--- config.mk ---
export PLATFORM = sky130hd
export DESIGN_NAME = pipe_hazard_ctrl_flat
export DESIGN_NICKNAME = d
export VERILOG_FILES = /design/src/rtl/pipe_hazard_ctrl_if.sv /design/src/rtl/pipe_hazard_ctrl.sv /design/src/flat_wrapper.sv
export SDC_FILE = /design/constraint.sdc
export NUM_CORES = 1
export LEC_CHECK = 0
export CORE_MARGIN = 5
export CORE_UTILIZATION = 51
export DETAILED_ROUTE_END_ITERATION = 8
export PLACE_DENSITY_LB_ADDON = 0.12
export SYNTH_ARGS = -nofsm -noshare
export SYNTH_HDL_FRONTEND = slang
export SYNTH_SLANG_ARGS = --single-unit
--- constraint.sdc ---
create_clock -name clk -period 2.6 [get_ports clk]
set_input_delay 0.52 -clock clk [delete_from_list [all_inputs] [get_ports clk]]
set_output_delay 0.52 -clock clk [all_outputs]
set_load 0.01 [all_outputs]
--- src/rtl/pipe_hazard_ctrl_if.sv ---
// Signal bundle between the ID-stage hazard controller and the pipeline
// around it. The pipeline side (master) supplies the register indices,
// stage controls and the data-memory handshake. The controller (slave)
// returns the register enables/clears, the counters and its FSM state.
//
// Memory handshake: the MEM stage holds mem_req high for the whole access.
// The access completes in the cycle where mem_req and mem_ready are both
// high. mem_ready with mem_req low means nothing. While an access is
// outstanding the controller freezes the pipeline, so the MEM stage keeps
// presenting the same request.
interface pipe_hazard_ctrl_if #(
  parameter int CNT_W = 16
);
  // ID-stage operands
  logic [4:0]       id_src1;
  logic [4:0]       id_src2;
  logic             id_two_src;
  logic             id_valid;
  // EXE-stage producer
  logic [4:0]       exe_dest;
  logic             exe_wb_en;
  logic             exe_mem_r_en;
  // MEM-stage producer
  logic [4:0]       mem_dest;
  logic             mem_wb_en;
  // branch resolution and memory handshake
  logic             br_taken;
  logic             mem_req;
  logic             mem_ready;
  logic             cnt_clr;
  // register controls
  logic             pc_hold;
  logic             ifid_hold;
  logic             ifid_flush;
  logic             idex_bubble;
  logic             freeze;
  // status
  logic             mem_timeout;
  logic [CNT_W-1:0] cnt_stall;
  logic [CNT_W-1:0] cnt_flush;
  logic [CNT_W-1:0] cnt_memwait;
  // FSM state: 0 = RUN, 1 = MEM_WAIT
  logic             state_dbg;

  modport master (
    output id_src1, id_src2, id_two_src, id_valid,
    output exe_dest, exe_wb_en, exe_mem_r_en,
    output mem_dest, mem_wb_en,
    output br_taken, mem_req, mem_ready, cnt_clr,
    input  pc_hold, ifid_hold, ifid_flush, idex_bubble, freeze,
    input  mem_timeout, cnt_stall, cnt_flush, cnt_memwait, state_dbg
  );

  modport slave (
    input  id_src1, id_src2, id_two_src, id_valid,
    input  exe_dest, exe_wb_en, exe_mem_r_en,
    input  mem_dest, mem_wb_en,
    input  br_taken, mem_req, mem_ready, cnt_clr,
    output pc_hold, ifid_hold, ifid_flush, idex_bubble, freeze,
    output mem_timeout, cnt_stall, cnt_flush, cnt_memwait, state_dbg
  );
endinterface

--- src/rtl/pipe_hazard_ctrl.sv ---
// Front-end sequencer for the 5-stage MIPS pipeline. Each cycle it decides
// whether PC, IF/ID and ID/EX advance, hold on a data hazard, flush on a
// taken branch, or freeze on a multi-cycle data-memory access.
// Priority: memory wait > branch flush > data hazard.
// Control outputs are combinational and forced low while rst is low.
// The counters and the sticky timeout flag are registered.
module pipe_hazard_ctrl #(
  parameter bit FWD_EN      = 1'b1,
  parameter int MEM_TIMEOUT = 255,
  parameter int CNT_W       = 16
) (
  input logic               clk,
  input logic               rst,
  pipe_hazard_ctrl_if.slave bus
);

  typedef enum logic {
    ST_RUN      = 1'b0,
    ST_MEM_WAIT = 1'b1
  } state_t;

  localparam int               WAIT_W    = 16;
  // A wait counter equal to WAIT_LAST marks the MEM_TIMEOUT-th MEM_WAIT cycle.
  localparam logic [WAIT_W-1:0] WAIT_LAST = WAIT_W'(MEM_TIMEOUT - 1);
  localparam logic [CNT_W-1:0]  CNT_MAX   = {CNT_W{1'b1}};
  localparam logic [CNT_W-1:0]  CNT_ONE   = {{(CNT_W-1){1'b0}}, 1'b1};

  state_t            state_q, state_nxt;
  logic [WAIT_W-1:0] wait_cnt_q, wait_cnt_nxt;
  logic              tmo_q;
  logic              tmo_set;

  logic              exe_match, mem_match, hazard;
  logic              src1_used, src2_used;

  logic              pc_hold_c, ifid_hold_c, ifid_flush_c, idex_bubble_c, freeze_c;
  logic              stall_ev;

  logic [CNT_W-1:0]  cnt_stall_q, cnt_flush_q, cnt_memwait_q;

  // RAW detection between the ID sources and the EXE/MEM destinations.
  // Register 0 is never a real dependency.
  always_comb begin
    src1_used = bus.id_valid;
    src2_used = bus.id_valid & bus.id_two_src;
    exe_match = (bus.exe_dest != 5'd0) &&
                ((src1_used && (bus.id_src1 == bus.exe_dest)) ||
                 (src2_used && (bus.id_src2 == bus.exe_dest)));
    mem_match = (bus.mem_dest != 5'd0) &&
                ((src1_used && (bus.id_src1 == bus.mem_dest)) ||
                 (src2_used && (bus.id_src2 == bus.mem_dest)));
    if (FWD_EN) begin
      // Forwarding covers every case except a load whose data is not ready yet.
      hazard = exe_match & bus.exe_mem_r_en;
    end else begin
      hazard = (exe_match & bus.exe_wb_en) | (mem_match & bus.mem_wb_en);
    end
  end

  // Next state, wait counter and raw control outputs.
  always_comb begin
    state_nxt     = state_q;
    wait_cnt_nxt  = wait_cnt_q;
    tmo_set       = 1'b0;
    pc_hold_c     = 1'b0;
    ifid_hold_c   = 1'b0;
    ifid_flush_c  = 1'b0;
    idex_bubble_c = 1'b0;
    freeze_c      = 1'b0;
    stall_ev      = 1'b0;
    unique case (state_q)
      ST_RUN: begin
        if (bus.mem_req && !bus.mem_ready) begin
          // First cycle of a slow access: freeze now and start counting.
          state_nxt    = ST_MEM_WAIT;
          wait_cnt_nxt = '0;
          freeze_c     = 1'b1;
          pc_hold_c    = 1'b1;
          ifid_hold_c  = 1'b1;
        end else if (bus.br_taken) begin
          // PC loads the target; the wrong-path instructions become NOPs.
          ifid_flush_c  = 1'b1;
          idex_bubble_c = 1'b1;
        end else if (hazard) begin
          pc_hold_c     = 1'b1;
          ifid_hold_c   = 1'b1;
          idex_bubble_c = 1'b1;
          stall_ev      = 1'b1;
        end
      end
      ST_MEM_WAIT: begin
        // The whole pipeline is frozen, so branch and hazard inputs are stale.
        freeze_c     = 1'b1;
        pc_hold_c    = 1'b1;
        ifid_hold_c  = 1'b1;
        wait_cnt_nxt = wait_cnt_q + 16'd1;
        if (bus.mem_ready) begin
          state_nxt = ST_RUN;
        end else if (wait_cnt_q == WAIT_LAST) begin
          tmo_set   = 1'b1;
          state_nxt = ST_RUN;
        end
      end
      default: begin
        state_nxt = ST_RUN;
      end
    endcase
  end

  // FSM state and wait counter registers.
  always_ff @(posedge clk or negedge rst) begin
    if (!rst) begin
      state_q    <= ST_RUN;
      wait_cnt_q <= '0;
    end else begin
      state_q    <= state_nxt;
      wait_cnt_q <= wait_cnt_nxt;
    end
  end

  // Sticky timeout flag: set by a timed-out access, cleared only by reset.
  always_ff @(posedge clk or negedge rst) begin
    if (!rst) begin
      tmo_q <= 1'b0;
    end else if (tmo_set) begin
      tmo_q <= 1'b1;
    end
  end

  // Saturating performance counters. A clear wins over an increment.
  always_ff @(posedge clk or negedge rst) begin
    if (!rst) begin
      cnt_stall_q   <= '0;
      cnt_flush_q   <= '0;
      cnt_memwait_q <= '0;
    end else if (bus.cnt_clr) begin
      cnt_stall_q   <= '0;
      cnt_flush_q   <= '0;
      cnt_memwait_q <= '0;
    end else begin
      if (stall_ev && (cnt_stall_q != CNT_MAX)) begin
        cnt_stall_q <= cnt_stall_q + CNT_ONE;
      end
      if (ifid_flush_c && (cnt_flush_q != CNT_MAX)) begin
        cnt_flush_q <= cnt_flush_q + CNT_ONE;
      end
      if (freeze_c && (cnt_memwait_q != CNT_MAX)) begin
        cnt_memwait_q <= cnt_memwait_q + CNT_ONE;
      end
    end
  end

  // Control outputs stay low while reset is asserted, whatever the inputs do.
  assign bus.pc_hold     = rst & pc_hold_c;
  assign bus.ifid_hold   = rst & ifid_hold_c;
  assign bus.ifid_flush  = rst & ifid_flush_c;
  assign bus.idex_bubble = rst & idex_bubble_c;
  assign bus.freeze      = rst & freeze_c;

  assign bus.mem_timeout = tmo_q;
  assign bus.cnt_stall   = cnt_stall_q;
  assign bus.cnt_flush   = cnt_flush_q;
  assign bus.cnt_memwait = cnt_memwait_q;
  assign bus.state_dbg   = state_q;

endmodule

--- src/flat_wrapper.sv ---
// flat-port wrapper written by rule: the top's interface ports become plain ports
module pipe_hazard_ctrl_flat 
#(
  parameter bit FWD_EN      = 1'b1,
  parameter int MEM_TIMEOUT = 255,
  parameter int CNT_W       = 16
)
  (clk, rst, bus_id_src1, bus_id_src2, bus_id_two_src, bus_id_valid, bus_exe_dest, bus_exe_wb_en, bus_exe_mem_r_en, bus_mem_dest, bus_mem_wb_en, bus_br_taken, bus_mem_req, bus_mem_ready, bus_cnt_clr, bus_pc_hold, bus_ifid_hold, bus_ifid_flush, bus_idex_bubble, bus_freeze, bus_mem_timeout, bus_cnt_stall, bus_cnt_flush, bus_cnt_memwait, bus_state_dbg);
  pipe_hazard_ctrl_if #(.CNT_W(CNT_W)) bus_i ();
  input logic clk;
  input logic rst;
  input wire logic [$bits(bus_i.id_src1)-1:0] bus_id_src1;
  input wire logic [$bits(bus_i.id_src2)-1:0] bus_id_src2;
  input wire logic [$bits(bus_i.id_two_src)-1:0] bus_id_two_src;
  input wire logic [$bits(bus_i.id_valid)-1:0] bus_id_valid;
  input wire logic [$bits(bus_i.exe_dest)-1:0] bus_exe_dest;
  input wire logic [$bits(bus_i.exe_wb_en)-1:0] bus_exe_wb_en;
  input wire logic [$bits(bus_i.exe_mem_r_en)-1:0] bus_exe_mem_r_en;
  input wire logic [$bits(bus_i.mem_dest)-1:0] bus_mem_dest;
  input wire logic [$bits(bus_i.mem_wb_en)-1:0] bus_mem_wb_en;
  input wire logic [$bits(bus_i.br_taken)-1:0] bus_br_taken;
  input wire logic [$bits(bus_i.mem_req)-1:0] bus_mem_req;
  input wire logic [$bits(bus_i.mem_ready)-1:0] bus_mem_ready;
  input wire logic [$bits(bus_i.cnt_clr)-1:0] bus_cnt_clr;
  output wire logic [$bits(bus_i.pc_hold)-1:0] bus_pc_hold;
  output wire logic [$bits(bus_i.ifid_hold)-1:0] bus_ifid_hold;
  output wire logic [$bits(bus_i.ifid_flush)-1:0] bus_ifid_flush;
  output wire logic [$bits(bus_i.idex_bubble)-1:0] bus_idex_bubble;
  output wire logic [$bits(bus_i.freeze)-1:0] bus_freeze;
  output wire logic [$bits(bus_i.mem_timeout)-1:0] bus_mem_timeout;
  output wire logic [$bits(bus_i.cnt_stall)-1:0] bus_cnt_stall;
  output wire logic [$bits(bus_i.cnt_flush)-1:0] bus_cnt_flush;
  output wire logic [$bits(bus_i.cnt_memwait)-1:0] bus_cnt_memwait;
  output wire logic [$bits(bus_i.state_dbg)-1:0] bus_state_dbg;
  assign bus_i.id_src1 = bus_id_src1;
  assign bus_i.id_src2 = bus_id_src2;
  assign bus_i.id_two_src = bus_id_two_src;
  assign bus_i.id_valid = bus_id_valid;
  assign bus_i.exe_dest = bus_exe_dest;
  assign bus_i.exe_wb_en = bus_exe_wb_en;
  assign bus_i.exe_mem_r_en = bus_exe_mem_r_en;
  assign bus_i.mem_dest = bus_mem_dest;
  assign bus_i.mem_wb_en = bus_mem_wb_en;
  assign bus_i.br_taken = bus_br_taken;
  assign bus_i.mem_req = bus_mem_req;
  assign bus_i.mem_ready = bus_mem_ready;
  assign bus_i.cnt_clr = bus_cnt_clr;
  assign bus_pc_hold = bus_i.pc_hold;
  assign bus_ifid_hold = bus_i.ifid_hold;
  assign bus_ifid_flush = bus_i.ifid_flush;
  assign bus_idex_bubble = bus_i.idex_bubble;
  assign bus_freeze = bus_i.freeze;
  assign bus_mem_timeout = bus_i.mem_timeout;
  assign bus_cnt_stall = bus_i.cnt_stall;
  assign bus_cnt_flush = bus_i.cnt_flush;
  assign bus_cnt_memwait = bus_i.cnt_memwait;
  assign bus_state_dbg = bus_i.state_dbg;
  pipe_hazard_ctrl #(.FWD_EN(FWD_EN), .MEM_TIMEOUT(MEM_TIMEOUT), .CNT_W(CNT_W)) u_core (.clk(clk), .rst(rst), .bus(bus_i));
endmodule
### Yosys cells after proc, flatten, opt, wreduce, memory -nomap -nowiden

Cells that the tools add are included.

* $add $sub $neg: 4
* reductions and logical operators: 13
* bitwise gates (word level): 7
* eq/ne operators: 7
* mux-type cells: 28

Operators by type and width (count)
* two-way mux 16 bit: 7
* adder 16 x 1 -> 16 bit (second input constant): 4
* inequality test 16 bit (second input constant): 3
* one-hot mux 16 bit (2 select lines): 1
* two-way mux 1 bit: 17
* == test 16 x 8 -> 1 bit (second input constant): 1
* == test 5 bit: 2
* logical AND 1 bit: 7
* bitwise AND 1 bit: 6
* one-hot mux 1 bit (2 select lines): 3
* nonzero test 2 bit: 3
* nonzero test 5 bit: 1
* inequality test 2 x 1 -> 1 bit (second input constant): 1
* zero test 1 bit: 1
* logical OR 1 bit: 1
* NOT 1 bit: 1

* output and inout port bits: 55
* register bits after elaboration: 66
* word-level logic and storage cells: 65
* bits of input ports: 31

### Logic depth before layout (Yosys ltp)

Gate-level depths: netlist of run 1.

* depth in word-level cells: 12
* depth in mapped cells: 8
* depth with buffers taken out: 6

### Least setup slack after synthesis of run 1

No wires, ideal clock.

* kind: in2out
* from: in bus_exe_dest[2]
* to: out bus_pc_hold
* data required time: 2080 ps
* setup slack: 167 ps
* stages: 8
* buffers on the path: 3
* arrival: 1913 ps
* path through: xor2_1 > nor4_1 > a32oi_1 > buf_2 > buf_2 > nor3_1 > o21a_1 > buf_4

* word-level cells in the longest chain between the ends: 10
* elaborated cells on any way between the ends: 13
* classes of those cells: eq/ne (2); mux (4); bitwise (2); reduce/logical (5)

RTL lines
* start, declared: RTL line flat_wrapper.sv:16 `input wire logic [$bits(bus_i.exe_dest)-1:0] bus_exe_dest;`
* == test 5 bit, on equally long branches: RTL line pipe_hazard_ctrl.sv:47, pipe_hazard_ctrl.sv:48
* logical AND 1 bit, on equally long branches: RTL line pipe_hazard_ctrl.sv:47, pipe_hazard_ctrl.sv:48
* logical OR 1 bit: RTL line pipe_hazard_ctrl.sv:47 `((src1_used && (bus.id_src1 == bus.exe_dest)) ||`
* logical AND 1 bit (*): RTL line pipe_hazard_ctrl.sv:46 `exe_match = (bus.exe_dest != 5'd0) &&`
* bitwise AND 1 bit (*): RTL line pipe_hazard_ctrl.sv:54 `hazard = exe_match & bus.exe_mem_r_en;`
* two-way mux 1 bit (*) (3 in a row)
* one-hot mux 1 bit (2 select lines) (*)
* bitwise AND 1 bit (*)
* end, declared: RTL line flat_wrapper.sv:25 `output wire logic [$bits(bus_i.pc_hold)-1:0] bus_pc_hold;`

Mark *: on every way between the ends. The rest lies on a longest branch, timed or not.

### Worst setup path after layout of run 1

* from: in bus_exe_dest[4]
* to: out bus_pc_hold

* word-level cells in the longest chain between the ends: 10
* elaborated cells on any way between the ends: 13
* classes of those cells: eq/ne (2); mux (4); bitwise (2); reduce/logical (5)

RTL lines
* == test 5 bit, on equally long branches: RTL line pipe_hazard_ctrl.sv:47, pipe_hazard_ctrl.sv:48
* logical AND 1 bit, on equally long branches: RTL line pipe_hazard_ctrl.sv:47, pipe_hazard_ctrl.sv:48
* logical OR 1 bit: RTL line pipe_hazard_ctrl.sv:47
* logical AND 1 bit (*): RTL line pipe_hazard_ctrl.sv:46
* bitwise AND 1 bit (*): RTL line pipe_hazard_ctrl.sv:54
* two-way mux 1 bit (*): RTL line pipe_hazard_ctrl.sv:84 `end else if (hazard) begin`
* two-way mux 1 bit (*): RTL line pipe_hazard_ctrl.sv:80 `end else if (bus.br_taken) begin`
* two-way mux 1 bit (*): RTL line pipe_hazard_ctrl.sv:73 `if (bus.mem_req && !bus.mem_ready) begin`
* one-hot mux 1 bit (2 select lines) (*): RTL line pipe_hazard_ctrl.sv:71 `unique case (state_q)`
* bitwise AND 1 bit (*): RTL line pipe_hazard_ctrl.sv:154 `assign bus.pc_hold = rst & pc_hold_c;`

Marks and branches as above.

==> tab_implementation.tex, run 1 <==
\begin{tabular}{lr}
\hline
Metric & Value \\
\hline
\multicolumn{2}{l}{\textbf{Synth}} \\
Post-synthesis compound-gate area fraction & 0.1212 \\
Most used standard cells in the synthesized netlist & sky130\_fd\_sc\_hd\_\_dfrtp\_1 (66), sky130\_fd\_sc\_hd\_\_nor2\_1 (38), sky130\_fd\_sc\_hd\_\_nand2\_1 (29) \\
Fraction of registers with async set or reset after synthesis & 1.000 \\
Most frequent cell after synthesis & sky130\_fd\_sc\_hd\_\_dfrtp\_1 \\
Post-synth cell types & 52 \\
Cells after synthesis & 396 \\
Yosys warns & 0 \\
Synthesized-area fraction occupied by adder cells & 0.01655 \\
EDFF count, synth & 0 \\
Top post-synthesis cells by area & sky130\_fd\_sc\_hd\_\_dfrtp\_1 (44\%), sky130\_fd\_sc\_hd\_\_xnor2\_1 (6.5\%), sky130\_fd\_sc\_hd\_\_nor2\_1 (3.8\%) \\
Multiplexer fraction of the synthesized cell area & 0.01390 \\
Proportion of netlist area held by the largest area contributor & 0.4369 \\
Area fraction in and, or, nand and nor cells after synthesis & 0.2920 \\
Xor-xnor portion of the synthesized cell area & 0.09037 \\
Mean instance size in the synthesized netlist & 9.545 um2 \\
Prevailing post-synth register cell & sky130\_fd\_sc\_hd\_\_dfrtp\_1 \\
Largest family of logic cells by synthesized area & simple AND/OR/NAND/NOR gates \\
Synthesis-stage register bit count & 66 \\
Post-Syn Nets & 432 \\
Post-synthesis instance area & 3780 um2 \\
Largest area contributor in the netlist & sky130\_fd\_sc\_hd\_\_dfrtp\_1 \\
Sequential element share of the synthesized area & 0.4369 \\
\multicolumn{2}{l}{\textbf{Floorplan}} \\
Horizontal extent of the die & 96.09 um \\
Die span in y & 96.09 um \\
Initial standard-cell utilization of the core & 0.5211 \\
Std-Cell Rows & 31 \\
Number of placed I/O pins & 86 \\
Placeable core region & 7253 um2 \\
Total Die Area & 9233 um2 \\
\multicolumn{2}{l}{\textbf{Setup path}} \\
Nature of the critical path startpoint & input pin \\
Crit. path cell count & 7 \\
Flop-to-flop setup slack & 0.52 ns \\
Crit-path slowest cell & sky130\_fd\_sc\_hd\_\_or4\_4 \\
Cell repeated most along the worst path & sky130\_fd\_sc\_hd\_\_buf\_6 \\
Buf/Inv on CP & 3 \\
List of cells traversed by the critical path & buf\_6 > buf\_6 > or4\_4 > o211ai\_1 > nor3\_1 > o21a\_1 > buf\_2 \\
Timing endpoint of the critical path & bus\_pc\_hold \\
Critical R2R Capture & u\_core.bus.cnt\_stall[11]\$\_DFFE\_PN0P\_ \\
Arrival time reported for the critical path endpoint & 2.07 ns \\
Required time of the critical path & 2.08 ns \\
Reg-to-reg startpoint & u\_core.bus.cnt\_stall[0]\$\_DFFE\_PN0P\_ \\
Worst R2R Path Depth & 6 \\
Worst setup path class & input pin to primary output \\
Crit. End Element & primary output \\
Delay of the slowest critical-path stage & 0.48 ns \\
Critical Path Start & bus\_exe\_dest[4] \\
Kind of cell adding the most delay to the critical path & simple AND/OR/NAND/NOR gates \\
Critical path peak fanout & 3 \\
\multicolumn{2}{l}{\textbf{Power}} \\
Switching share of total power & 0.2635 \\
Relative contribution of the clock network to total power & 0.374 \\
Net Switching & 0.5768 mW \\
Fraction of power consumed by combinational cells & 0.126 \\
IR Drop Worst-Case VDD & 0.0003128 V \\
Cell Int Power & 1.612 mW \\
Portion of total power attributed to sequential cells & 0.500 \\
Cell leakage power & 1.999 nW \\
Total power after layout & 2.189 mW \\
Power density over cell area & 438.8 nW/um2 \\
\multicolumn{2}{l}{\textbf{Layout}} \\
Antenna diode count & 0 \\
Fin area & 4989 um2 \\
Post-Layout Cell Count & 596 \\
Fraction of layout cells with a size suffix above 1 & 0.1429 \\
Fillers & 595 \\
Utilization after layout & 0.6878 \\
Area growth from synthesis to layout & 31.98\% \\
Net count, final & 528 \\
\multicolumn{2}{l}{\textbf{Routing}} \\
Post-detailed-route DRC marker count & 0 \\
Number of vias per cell & 5.834 \\
Detailed-routing iteration count for the pre-antenna-repair pass & 5 \\
Average wire per cell in the routed design & 16.22 um \\
Number of vias after detailed routing & 3477 \\
Number of nets with antenna violations after detailed routing & 0 \\
DRT Wirelength & 9668 um \\
First-iteration detailed-routing DRC count & 149 \\
\multicolumn{2}{l}{\textbf{Timing}} \\
Maximum frequency from static timing analysis & 385.9 MHz \\
Total setup violations reported at the end of the flow & 0 \\
Slew at the pin closest to its max-slew limit & 0.5646 ns \\
Share of the clock period used by the worst path after layout & 0.9967 \\
Worst setup skew after layout & 0.009533 ns \\
Aggregate negative setup slack & 0 ns \\
Count of final max-slew check failures & 0 \\
Minimum setup slack in the final design & 0.008510 ns \\
Number of hold violations in the final report & 0 \\
Final-layout worst hold slack & 0.04223 ns \\
Rel. slew slack & 0.6205 \\
Time the final worst path needs with I/O delays and setup & 2.591 ns \\
\multicolumn{2}{l}{\textbf{Worst hold path}} \\
Kind of path behind the tightest hold check & input pin to async pin \\
\multicolumn{2}{l}{\textbf{Clock tree}} \\
CTS tree & built \\
CTS buffer count & 9 \\
Clock transition at the register clock pins on the worst setup and hold paths after CTS & 0.07 ns \\
Number of hold buffers added after CTS & 0 \\
Total number of H-tree levels & 3 \\
Worst-Skew Late Latency & 0.34 ns \\
Cell at the root of the clock tree & sky130\_fd\_sc\_hd\_\_clkbuf\_8 \\
Total number of clock tree sinks & 66 \\
Clock Path Buffers & 2 \\
\multicolumn{2}{l}{\textbf{Global routing}} \\
Number of global-route vias before repair & 3306 \\
Total congestion overflow after global routing & 0 \\
Number of antenna violations at the first check in global routing & 0 \\
Total routing resource utilization after global routing & 0.2144 \\
Wire length of the first global-routing pass & 15600 um \\
Largest net degree at the start of global routing & 36 \\
\multicolumn{2}{l}{\textbf{Placement}} \\
Detailed placement HPWL & 6913 um \\
Placement-stage cell area & 4768 um2 \\
Post-placement worst setup slack & -0.6538 ns \\
Total of buffers placed on input and output ports & 78 \\
Routability congestion estimate & 0.8543 \\
Cell count after placement & 578 \\
\multicolumn{2}{l}{\textbf{Status}} \\
Status & finished clean \\
\multicolumn{2}{l}{\textbf{Job}} \\
Number of max-cap violations & 0 \\
\hline
\end{tabular}
## power by group through the flow
| stage | Clock (mW) | Sequential, mW | Combinational, mW |
|---|---|---|---|
| global route | 0.892 | 1.10 | 0.306 |
| CTS | 0.841 | 1.09 | 0.271 |
| detailed placement | 0 | 1.11 | 0.272 |
| global placement | 0 | 1.11 | 0.266 |
| floorplan | 0 | 1.11 | 0.118 |
| finish | 0.819 | 1.09 | 0.275 |
## per-layer routing
layer / wire length [um] / global-route usage
met1: 4360 / 0.2887
met2: 4699 / 0.3462
met3: 492 / 0.03597
met4: 116 / 0.07938
met5: 0 / 0
## cell families after synthesis
group / after synthesis
compound gates: 69
xor+xnor: 39
fa+ha+maj: 5
buf+inv: 23
flops: 66
mux: 5
simple gates: 189
## sequential cells by signal, indices dropped and copies added (netlist names)
register,cells
u_core.bus.cnt_memwait,16
u_core.bus.cnt_flush,16
u_core.wait_cnt_q,16
u_core.bus.cnt_stall,16
u_core.bus.mem_timeout,1
u_core.bus.state_dbg,1
## cell type report
type	instances	area, um2	area share
Multi-Input combinational cell	307	2053	0.4116
Timing Repair Buffer	101	948.4	0.1901
Tap cell	99	123.9	0.02483
Inverter	7	26.28	0.005267
Sequential cell	66	1652	0.3311
Clock inverter	6	57.56	0.01154
Clock buffer	10	127.6	0.02558
## placed cells by master (no fill, tap or decap), types with 9 or more instances in the layout
cell type / netlist / layout
sky130_fd_sc_hd__nor3_1: 19 / 18
sky130_fd_sc_hd__o21ai_0: 11 / 11
sky130_fd_sc_hd__nor4_2: 9 / 10
sky130_fd_sc_hd__xor2_1: 11 / 10
sky130_fd_sc_hd__nand2_1: 29 / 29
sky130_fd_sc_hd__or4_1: 12 / 11
sky130_fd_sc_hd__clkdlybuf4s50_1: 0 / 59
sky130_fd_sc_hd__nand4_1: 15 / 15
sky130_fd_sc_hd__o31ai_1: 16 / 16
sky130_fd_sc_hd__nor2_1: 38 / 36
sky130_fd_sc_hd__clkbuf_8: 0 / 9
sky130_fd_sc_hd__dfrtp_1: 66 / 66
sky130_fd_sc_hd__nand3_1: 25 / 25
sky130_fd_sc_hd__xnor2_1: 28 / 28
sky130_fd_sc_hd__buf_4: 1 / 21
sky130_fd_sc_hd__a21oi_1: 18 / 18
## worst min path at each step
stage | endpoint | slack, ns | cells after the start
final | u_core.wait_cnt_q[9]$_DFFE_PN0P_ | 0.04 | 1
after detailed placement | u_core.wait_cnt_q[9]$_DFFE_PN0P_ | 0.41 | 1
after CTS | u_core.wait_cnt_q[9]$_DFFE_PN0P_ | 0.04 | 1
after global placement | u_core.wait_cnt_q[9]$_DFFE_PN0P_ | 0.41 | 1
after global routing | u_core.wait_cnt_q[8]$_DFFE_PN0P_ | 0.05 | 1
after floorplan | u_core.bus.cnt_flush[0]$_DFFE_PN0P_ | 0.22 | 0
## what timing repair did
item,in CTS,in global routing
gates resized for setup,35,13
pin swaps,6,14
buffers inserted,2,1
endpoints found under the hold margin,0,0
setup endpoints to repair,5,4
(Power assumes the default switching activity.)
==> inputs of run 2 (changes only) <==
Settings changed: CORE_UTILIZATION 51 to 55, CTS_BUF_LIST set to sky130_fd_sc_hd__clkbuf_4, DONT_BUFFER_PORTS set to 1.
==> run 2 against run 1 <==
Utilization shrank 9.6 points. Final area shrank 20%. Combinational power decreased by 41%. Critical path depth decreased by 2. Maximum frequency up 13%. Clock power shrank 34%. Largest cell class unchanged. Flip-flop and latch count did not move. Non-clock buffer count down 91. Via count shrank 10%.
==> tab_implementation.tex, run 2 (synthesis gave the netlist of run 1 again) <==
\begin{tabular}{lr}
\hline
Metric & Value \\
\hline
\multicolumn{2}{l}{\textbf{Timing}} \\
Count of final max-slew check failures & 0 \\
Minimum setup slack in the final design & 0.2972 ns \\
Total setup violations reported at the end of the flow & 0 \\
Worst setup skew after layout & 0.01618 ns \\
Maximum frequency from static timing analysis & 434.2 MHz \\
Rel. slew slack & 0.6002 \\
Time the final worst path needs with I/O delays and setup & 2.303 ns \\
Slew at the pin closest to its max-slew limit & 0.5951 ns \\
Share of the clock period used by the worst path after layout & 0.8857 \\
Aggregate negative setup slack & 0 ns \\
Setup repair after global routing missed its margin & false \\
Number of hold violations in the final report & 0 \\
\multicolumn{2}{l}{\textbf{Clock tree}} \\
Total number of clock tree sinks & 66 \\
Number of setup buffers added after CTS & 0 \\
Clock transition at the register clock pins on the worst setup and hold paths after CTS & 0.10 ns \\
Clock Path Buffers & 2 \\
Worst-Skew Late Latency & 0.40 ns \\
CTS tree & built \\
CTS buffer count & 9 \\
Total number of H-tree levels & 3 \\
Cell at the root of the clock tree & sky130\_fd\_sc\_hd\_\_clkbuf\_4 \\
\multicolumn{2}{l}{\textbf{Global routing}} \\
Total congestion overflow after global routing & 0 \\
Total routing resource utilization after global routing & 0.2077 \\
Number of global-route vias before repair & 2900 \\
Wire length of the first global-routing pass & 14390 um \\
Number of antenna violations at the first check in global routing & 0 \\
Largest net degree at the start of global routing & 67 \\
\multicolumn{2}{l}{\textbf{Layout}} \\
Antenna diode count & 0 \\
Area growth from synthesis to layout & 5.859\% \\
Commonest cells after routing, fill and taps aside & sky130\_fd\_sc\_hd\_\_dfrtp\_1 (66), sky130\_fd\_sc\_hd\_\_nor2\_1 (37), sky130\_fd\_sc\_hd\_\_nand2\_1 (29), sky130\_fd\_sc\_hd\_\_xnor2\_1 (28), sky130\_fd\_sc\_hd\_\_nand3\_1 (25) \\
Most frequent standard cell in the layout excluding fill and tap cells & sky130\_fd\_sc\_hd\_\_dfrtp\_1 \\
Fin area & 4001 um2 \\
Fraction of layout cells with a size suffix above 1 & 0.1012 \\
Net count, final & 437 \\
Utilization after layout & 0.5922 \\
Fillers & 626 \\
\multicolumn{2}{l}{\textbf{Setup path}} \\
Worst R2R Path Depth & 7 \\
Worst setup path class & input pin to primary output \\
Arrival time reported for the critical path endpoint & 1.78 ns \\
List of cells traversed by the critical path & xor2\_1 > nor4\_1 > a32oi\_2 > nor3\_1 > o21a\_1 \\
Delay of the slowest critical-path stage & 0.37 ns \\
Crit-path slowest cell & sky130\_fd\_sc\_hd\_\_nor4\_1 \\
Reg-to-reg startpoint & u\_core.bus.cnt\_stall[0]\$\_DFFE\_PN0P\_ \\
Required time of the critical path & 2.08 ns \\
Critical Path Start & bus\_exe\_dest[2] \\
Buf/Inv on CP & 0 \\
Critical path peak fanout & 7 \\
Crit. path cell count & 5 \\
Nature of the critical path startpoint & input pin \\
Kind of cell adding the most delay to the critical path & simple AND/OR/NAND/NOR gates \\
Crit. End Element & primary output \\
\multicolumn{2}{l}{\textbf{Job}} \\
Number of max-cap violations & 0 \\
\multicolumn{2}{l}{\textbf{Placement}} \\
Placement-stage cell area & 3864 um2 \\
Total of buffers placed on input and output ports & 0 \\
Post-placement worst setup slack & 0.2930 ns \\
Detailed placement HPWL & 5992 um \\
Routability congestion estimate & 0.8366 \\
\multicolumn{2}{l}{\textbf{Routing}} \\
First-iteration detailed-routing DRC count & 150 \\
Detailed-routing iteration count for the pre-antenna-repair pass & 4 \\
Average wire per cell in the routed design & 17.95 um \\
Number of nets with antenna violations after detailed routing & 0 \\
Number of vias after detailed routing & 3117 \\
DRT Wirelength & 8707 um \\
Post-detailed-route DRC marker count & 0 \\
Number of vias per cell & 6.427 \\
\multicolumn{2}{l}{\textbf{Power}} \\
Cell Int Power & 1.303 mW \\
Switching share of total power & 0.2778 \\
Fraction of power consumed by combinational cells & 0.089 \\
Total power after layout & 1.804 mW \\
Cell leakage power & 1.553 nW \\
Portion of total power attributed to sequential cells & 0.609 \\
Net Switching & 0.5012 mW \\
IR Drop Worst-Case VDD & 0.0002300 V \\
Relative contribution of the clock network to total power & 0.302 \\
Power density over cell area & 450.9 nW/um2 \\
\multicolumn{2}{l}{\textbf{Worst hold path}} \\
Worst hold stages & 1 \\
Kind of path behind the tightest hold check & input pin to flip-flop \\
Startpoint of the most critical hold path & bus\_cnt\_clr \\
\multicolumn{2}{l}{\textbf{Floorplan}} \\
Die span in y & 92.90 um \\
Placeable core region & 6756 um2 \\
Number of placed I/O pins & 86 \\
Initial standard-cell utilization of the core & 0.5594 \\
Horizontal extent of the die & 92.90 um \\
Std-Cell Rows & 30 \\
Total Die Area & 8630 um2 \\
\multicolumn{2}{l}{\textbf{Status}} \\
Status & finished clean \\
\hline
\end{tabular}
==> run 2: changes by cell type in the layout (fill, tap and decap cells not counted), sizes merged <==
cell	before	now
clkdlybuf4s50	59	0
buf	31	9
dlymetal6s2s	6	0
dlygate4sd2	3	0
bufinv	1	0
clkbuf	11	10
clkdlybuf4s15	1	0
clkinv	4	5
clkinvlp	1	0
dlygate4sd3	0	1
==> run 2: area by class of cell <==
type / instances / area (um2) / share of cell area
Clock buffer: 10 / 75.07 / 0.01876
Clock inverter: 5 / 22.52 / 0.005629
Inverter: 7 / 26.28 / 0.006567
Multi-Input combinational cell: 307 / 2028 / 0.5069
Sequential cell: 66 / 1652 / 0.4128
Tap cell: 80 / 100.1 / 0.02502
Timing Repair Buffer: 10 / 97.59 / 0.02439
==> run 2: power groups by stage <==
| stage | Combinational (mW) | Sequential [mW] | Clock (mW) |
|---|---|---|---|
| 6_report | 0.161 | 1.10 | 0.544 |
| 5_1_grt | 0.188 | 1.10 | 0.606 |
| 4_1_cts | 0.164 | 1.10 | 0.563 |
| 3_5_place_dp | 0.136 | 1.12 | 0 |
| 3_3_place_gp | 0.132 | 1.12 | 0 |
| 2_1_floorplan | 0.118 | 1.11 | 0 |
==> run 2: layer usage <==
layer / GRT usage / vias up / part of all wire
met4: 0.08547 / 0 / 0.016
met3: 0.05199 / 11 / 0.070
met1: 0.2797 / 1520 / 0.45
met2: 0.3191 / 98 / 0.46
met5: 0 / - / 0
li1: - / 1488 / -
==> run 2: stage by stage <==
stage               hold slack (ns)  std cells
global placement             0.2273        468
detailed placement           0.2272        468
floorplan                    0.2244        396
global route                 0.1548        485
CTS                          0.1488        485
finish                       0.1694        485
==> run 2: worst paths after layout <==
check | endpoint | slack, ns
worst max-delay path | bus_pc_hold | 0.30
worst min-delay path | u_core.bus.cnt_stall[5]$_DFFE_PN0P_ | 0.17
worst max register to register | u_core.bus.cnt_stall[7]$_DFFE_PN0P_ | 0.45
worst min register to register | u_core.wait_cnt_q[15]$_DFFE_PN0P_ | 0.52
max in group asynchronous | u_core.bus.cnt_memwait[15]$_DFFE_PN0P_ | 1.66
min in group asynchronous | u_core.bus.cnt_flush[5]$_DFFE_PN0P_ | 0.66
==> run 2: timing repair <==
item,CTS,global route
setup endpoints to repair,0,2
hold endpoints to repair,66,0
gates resized for setup,0,1
hold buffers,2,0
==> variant 1: new RTL, settings of run 2 <==
`FWD_EN` is set to 1'b1 in 2 places; all go to 1'b0.
--- a/src/rtl/pipe_hazard_ctrl.sv
+++ b/src/rtl/pipe_hazard_ctrl.sv
@@ -6,5 +6,5 @@
 // The counters and the sticky timeout flag are registered.
 module pipe_hazard_ctrl #(
-  parameter bit FWD_EN      = 1'b1,
+  parameter bit FWD_EN      = 1'b0,
   parameter int MEM_TIMEOUT = 255,
   parameter int CNT_W       = 16
--- a/src/flat_wrapper.sv
+++ b/src/flat_wrapper.sv
@@ -2,5 +2,5 @@
 module pipe_hazard_ctrl_flat 
 #(
-  parameter bit FWD_EN      = 1'b1,
+  parameter bit FWD_EN      = 1'b0,
   parameter int MEM_TIMEOUT = 255,
   parameter int CNT_W       = 16
Formal check against the unedited RTL: not equivalent (a bounded check fails within 4 cycles, from zero or initial values and one cycle with rst low).
==> variant 1 against run 2 <==
- worst hold slack gained 12 ps
- die area fell by 2.5%
- combinational power is 22% higher
- final area shrank 2.7%
- worst setup slack got worse by 100 ps
- synthesized area fell by 2.8%
- via count is 10% lower
- sequential cell count unchanged
- critical path depth is 1 higher
- utilization up 1.4 points
- power increased by 3.3%
- non-clock buffer count is 4 lower
- routed wire length fell by 10%
==> variant 1: results <==
run_status:
  status: "finished, final reports clean"
power_and_ir_drop:
  p_leak_nw: 1.72
  vdd_drop_max_uv: 319
clocking:
  numCtsBuffers: 9
  clk_pin_slew_ps: 110
  clkLatencyLatePin_ps: 400
  cts_buffer_depth: 2
  h-tree-depth: 3
  postCtsResizedCells: 0
  cts_root_buffer: "clkbuf_4"
global_routing:
  grt_first_pass_wirelength_mm: 13.5
  grt_max_degree: 67
  antenna_found_initial: 0
  grt_usage_pct: 19.6
synthesis:
  async_flop_share_pct: 100
  yosys_warnings: 0
  synth_common_cells: "dfrtp_1 (66), nor2_1 (58), xor2_1 (38)"
  synth-compound-area-share_pct: 8.68
  synth_area_leaders: "dfrtp_1 (45%), xor2_1 (9.1%), nor2_1 (5.9%)"
  ys_seq_area_share_pct: 44.9
  synth_fa_ha_area_share_pct: 1.70
  synth_cell_types: 47
  ys.flop_type: "dfrtp_1"
  syn_nets: 425
  synth_xor_area_share_pct: 13.6
  synthMuxAreaShare_pct: 2.32
worst_setup_path:
  startpoint: "bus_id_src1[4]"
  cp_max_fo: 6
  crit_slowest_cell: "nor4_1"
  crit_arrival_ps: 1890
  cp_slowest_stage_delay_ps: 310
  r2r_start: "u_core.bus.cnt_stall[1]$_DFFE_PN0P_"
detailed_routing:
  first_pass_iters: 4
  drtIter0Drc: 156
  avgRoutedWirePerCell_um: 16.4
  route.vias.total: 2805
placement:
  placed_area_um2: 3750
  dp_hpwl_mm: 5.55
  gp_congestion: 0.828
  dp_slack_ps: 162
  numPortBuffers: 0
cells_and_area:
  antenna_cells: 0
  drive_gt1_share_pct: 7.75
  final_nets: 431
hold_path:
  hold_class: "input port to register"
  min_from: "bus_cnt_clr"
sta:
  fin_worst_skew_ps: 14.6
  worst_pin_slew_ps: 522
[variant 1: changes by cell type after synthesis, moves of 4 or more]
cell and delta:
nand2b_1 +4, or4_1 -10, nor3_1 -13, nand3_1 +4
inv_1 +4, xor2_1 +27, nor2_1 +20, and3_1 +10
o31ai_1 -13, xnor2_1 -9, nor4_2 -9, and2_1 +4
a21oi_1 -9
[variant 1: routing by layer]
metal	wire (µm)	track usage, %	part of all wire (%)
met1	3460	25.7	44
met2	3620	30.4	46
met3	620	6.30	7.9
met4	131	7.43	1.7
met5	0	0	0
[variant 1: where the power goes]
| part | switching, mW | internal, mW | leakage (nW) |
|---|---|---|---|
| combinational | 0.116 | 0.0793 | 0.751 |
| sequential | 0.0471 | 1.06 | 0.910 |
| clock | 0.364 | 0.199 | 0.0596 |
[variant 1: stage by stage]
stage	cells	hold slack, ps
6_report	477	181
2_1_floorplan	389	224
3_3_place_gp	459	226
3_5_place_dp	459	226
4_1_cts	477	148
5_1_grt	477	139
[variant 1: area by class of cell]
type | count | area, µm²
clock buffer | 10 | 75.1
clock inverter | 6 | 33.8
fill | 554 | 2530
inverter | 11 | 41.3
multi-input combinational | 301 | 1930
sequential | 66 | 1650
tap | 77 | 96.3
timing repair buffer | 6 | 67.6
[variant 1: kinds of logic after synthesis]
family          count (synthesis)
fa+ha+maj                       5
simple gates                  186
compound gates                 45
flops                          66
mux                             8
xor+xnor                       57
buf+inv                        22
[variant 1: repair_timing]
item,4_1_cts,5_1_grt
hold buffers,2,0
setup endpoints to repair,0,0
hold endpoints to repair,66,0
buffers inserted,0,0
[variant 1: final timing paths]
| check | end | slack, ps | cells after the start |
|---|---|---|---|
| min reg2reg | u_core.wait_cnt_q[6]$_DFFE_PN0P_ | 500 | 1 |
| max in group asynchronous | u_core.wait_cnt_q[7]$_DFFE_PN0P_ | 1640 | 2 |
| max reg2reg | u_core.bus.cnt_stall[15]$_DFFE_PN0P_ | 290 | 8 |
| min in group asynchronous | u_core.bus.cnt_memwait[6]$_DFFE_PN0P_ | 660 | 2 |
| min | u_core.bus.cnt_memwait[6]$_DFFE_PN0P_ | 180 | 1 |
| max | bus_ifid_hold | 190 | 6 |
[variant 1: worst max-delay path, delay by kind of cell]
family | cells | cell delay [ps]
AOI/OAI and AO/OA | 3 | 650
and+or+nand+nor | 2 | 570
xor gates and xnor gates | 1 | 140
==> variant 2: new RTL, config.mk and constraints of run 2 <==
Without the edit above. Reset style: synchronous (`rst`), changed in 3 clocked blocks.
--- a/src/rtl/pipe_hazard_ctrl.sv
+++ b/src/rtl/pipe_hazard_ctrl.sv
@@ -109,5 +109,5 @@
 
   // FSM state and wait counter registers.
-  always_ff @(posedge clk or negedge rst) begin
+  always_ff @(posedge clk) begin
     if (!rst) begin
       state_q    <= ST_RUN;
@@ -120,5 +120,5 @@
 
   // Sticky timeout flag: set by a timed-out access, cleared only by reset.
-  always_ff @(posedge clk or negedge rst) begin
+  always_ff @(posedge clk) begin
     if (!rst) begin
       tmo_q <= 1'b0;
@@ -129,5 +129,5 @@
 
   // Saturating performance counters. A clear wins over an increment.
-  always_ff @(posedge clk or negedge rst) begin
+  always_ff @(posedge clk) begin
     if (!rst) begin
       cnt_stall_q   <= '0;
Check against the original RTL: differs if rst is asserted again (counterexample within 4 cycles, from zero or initial values and one cycle with rst low); with rst held inactive, the same outputs for 4 cycles.
==> variant 2 against run 2 <==
- global-route usage is 1.1 points lower
- worst setup slack better by 63 ps
- fmax rose by 2.8%
- critical path depth fell by 2
- largest power group unchanged
- power down 2.6%
- via count rose by 1.7%
- sequential cell count is the same
- synthesized area shrank 5.4%
- final area decreased by 5.5%
- critical path type is now register to primary output
- routed wire length shrank 5.4%
- sequential power shrank 7%
- clock power increased by 16%
- register-to-register slack gained 30 ps
- largest cell class unchanged
==> variant 2: results <==
worst_setup_path:
  reg2reg_slack_ps: 480
  timing.rr.end: "u_core.bus.cnt_flush[8]$_SDFFE_PP0P_"
  crit_arrival_ps: 1720
  r2r_start: "u_core.bus.cnt_flush[7]$_SDFFE_PP0P_"
  cp_max_fo: 10
  crit_slowest_cell: "dfxtp_1"
  rr_worst_depth: 5
  startpoint: "u_core.bus.state_dbg$_SDFF_PN0_"
  cp_slowest_stage_delay_ps: 450
placement:
  dp_hpwl_mm: 6.01
  gp_congestion: 0.858
  dp_slack_ps: 357
  placedCellCount: 502
  placed_area_um2: 3660
synthesis:
  async_flop_share_pct: 0
  syn_area_per_cell_um2: 8.20
  synth_area_leaders: "dfxtp_1 (37%), xnor2_1 (4.9%), nor2_1 (4.1%)"
  syn_nets: 472
  yosys_warnings: 0
  ys_seq_area_share_pct: 37.0
  synth_cell_types: 46
  synth_common_cells: "dfxtp_1 (66), nor2_1 (39), nand2_1 (36)"
detailed_routing:
  drtIter0Drc: 154
  vias_per_cell: 6.13
  routed_wirelength_mm: 8.24
  first_pass_iters: 4
global_routing:
  grt_usage_pct: 19.6
  grt_first_pass_wirelength_mm: 13.5
  antenna_found_initial: 0
  grt_max_degree: 31
  grt_use_met1_pct: 23.7
  grt_pass1_vias: 2889
  met2_usage_pct: 32.5
  use_met3_pct: 6.08
sta:
  fin_worst_skew_ps: 8.10
  worst_pin_slew_ps: 700
  hold_slack_ps: 236
  fin_crit_ps: 2240
clocking:
  cts_setup_buffers: 0
  h-tree-depth: 3
  clk_pin_slew_ps: 100
hold_path:
  min_from: "rst"
  min_to: "u_core.wait_cnt_q[6]$_SDFFE_PN0P_"
  hold_depth: 1
cells_and_area:
  fill_cells: 637
  drive_gt1_share_pct: 7.05
  antenna_cells: 0
  stdcell_count: 517
power_and_ir_drop:
  vdd_drop_max_uv: 351
  p_leak_nw: 1.31
run_status:
  status: "finished, final reports clean"
-- variant 2: cell families after synthesis --
group                      Yosys count  share of synthesized area (%)
DFF                                 66                           37.0
and+or+nand+nor                    215                           32.2
buffers and inverters               29                           3.40
muxes                               13                           3.64
AOI/OAI and AO/OA                   77                           14.5
xor gates and xnor gates            31                           7.60
adders and majority gates            5                           1.75
-- variant 2: report_power, final --
group | total, mW | switching [mW] | internal, mW
clock network | 0.633 | 0.344 | 0.289
logic | 0.102 | 0.0647 | 0.0375
registers | 1.02 | 0.00857 | 1.01
-- variant 2: worst max-delay path by stage --
stage	to	depth (start not counted)
3_3_place_gp	bus_ifid_hold	4
2_1_floorplan	bus_pc_hold	5
4_1_cts	bus_ifid_flush	3
3_5_place_dp	bus_pc_hold	4
5_1_grt	bus_ifid_flush	3
6_report	bus_ifid_flush	3
-- variant 2: metal layers --
layer | vias to the layer above | wire length [µm]
li1 | 1598 | -
met1 | 1476 | 3750
met2 | 83 | 3810
met3 | 13 | 537
met4 | 0 | 138
met5 | - | 0
-- variant 2: worst register-to-register path: stages, from the launching register on --
cell	delay, ps
dfxtp_1	420
and4_1	290
and2_1	280
a211oi_1	630
a31oi_1	190
a41o_1	230
-- variant 2: area by class of cell --
cell class / instances / area (µm²) / area share, %
clock inverters: 5 / 46.3 / 1.22
inverters: 7 / 26.3 / 0.695
multi-input cells: 341 / 2130 / 56.4
well taps: 77 / 96.3 / 2.55
repair buffers: 11 / 82.6 / 2.18
clock buffers: 10 / 75.1 / 1.99
flip-flops and latches: 66 / 1320 / 35.0
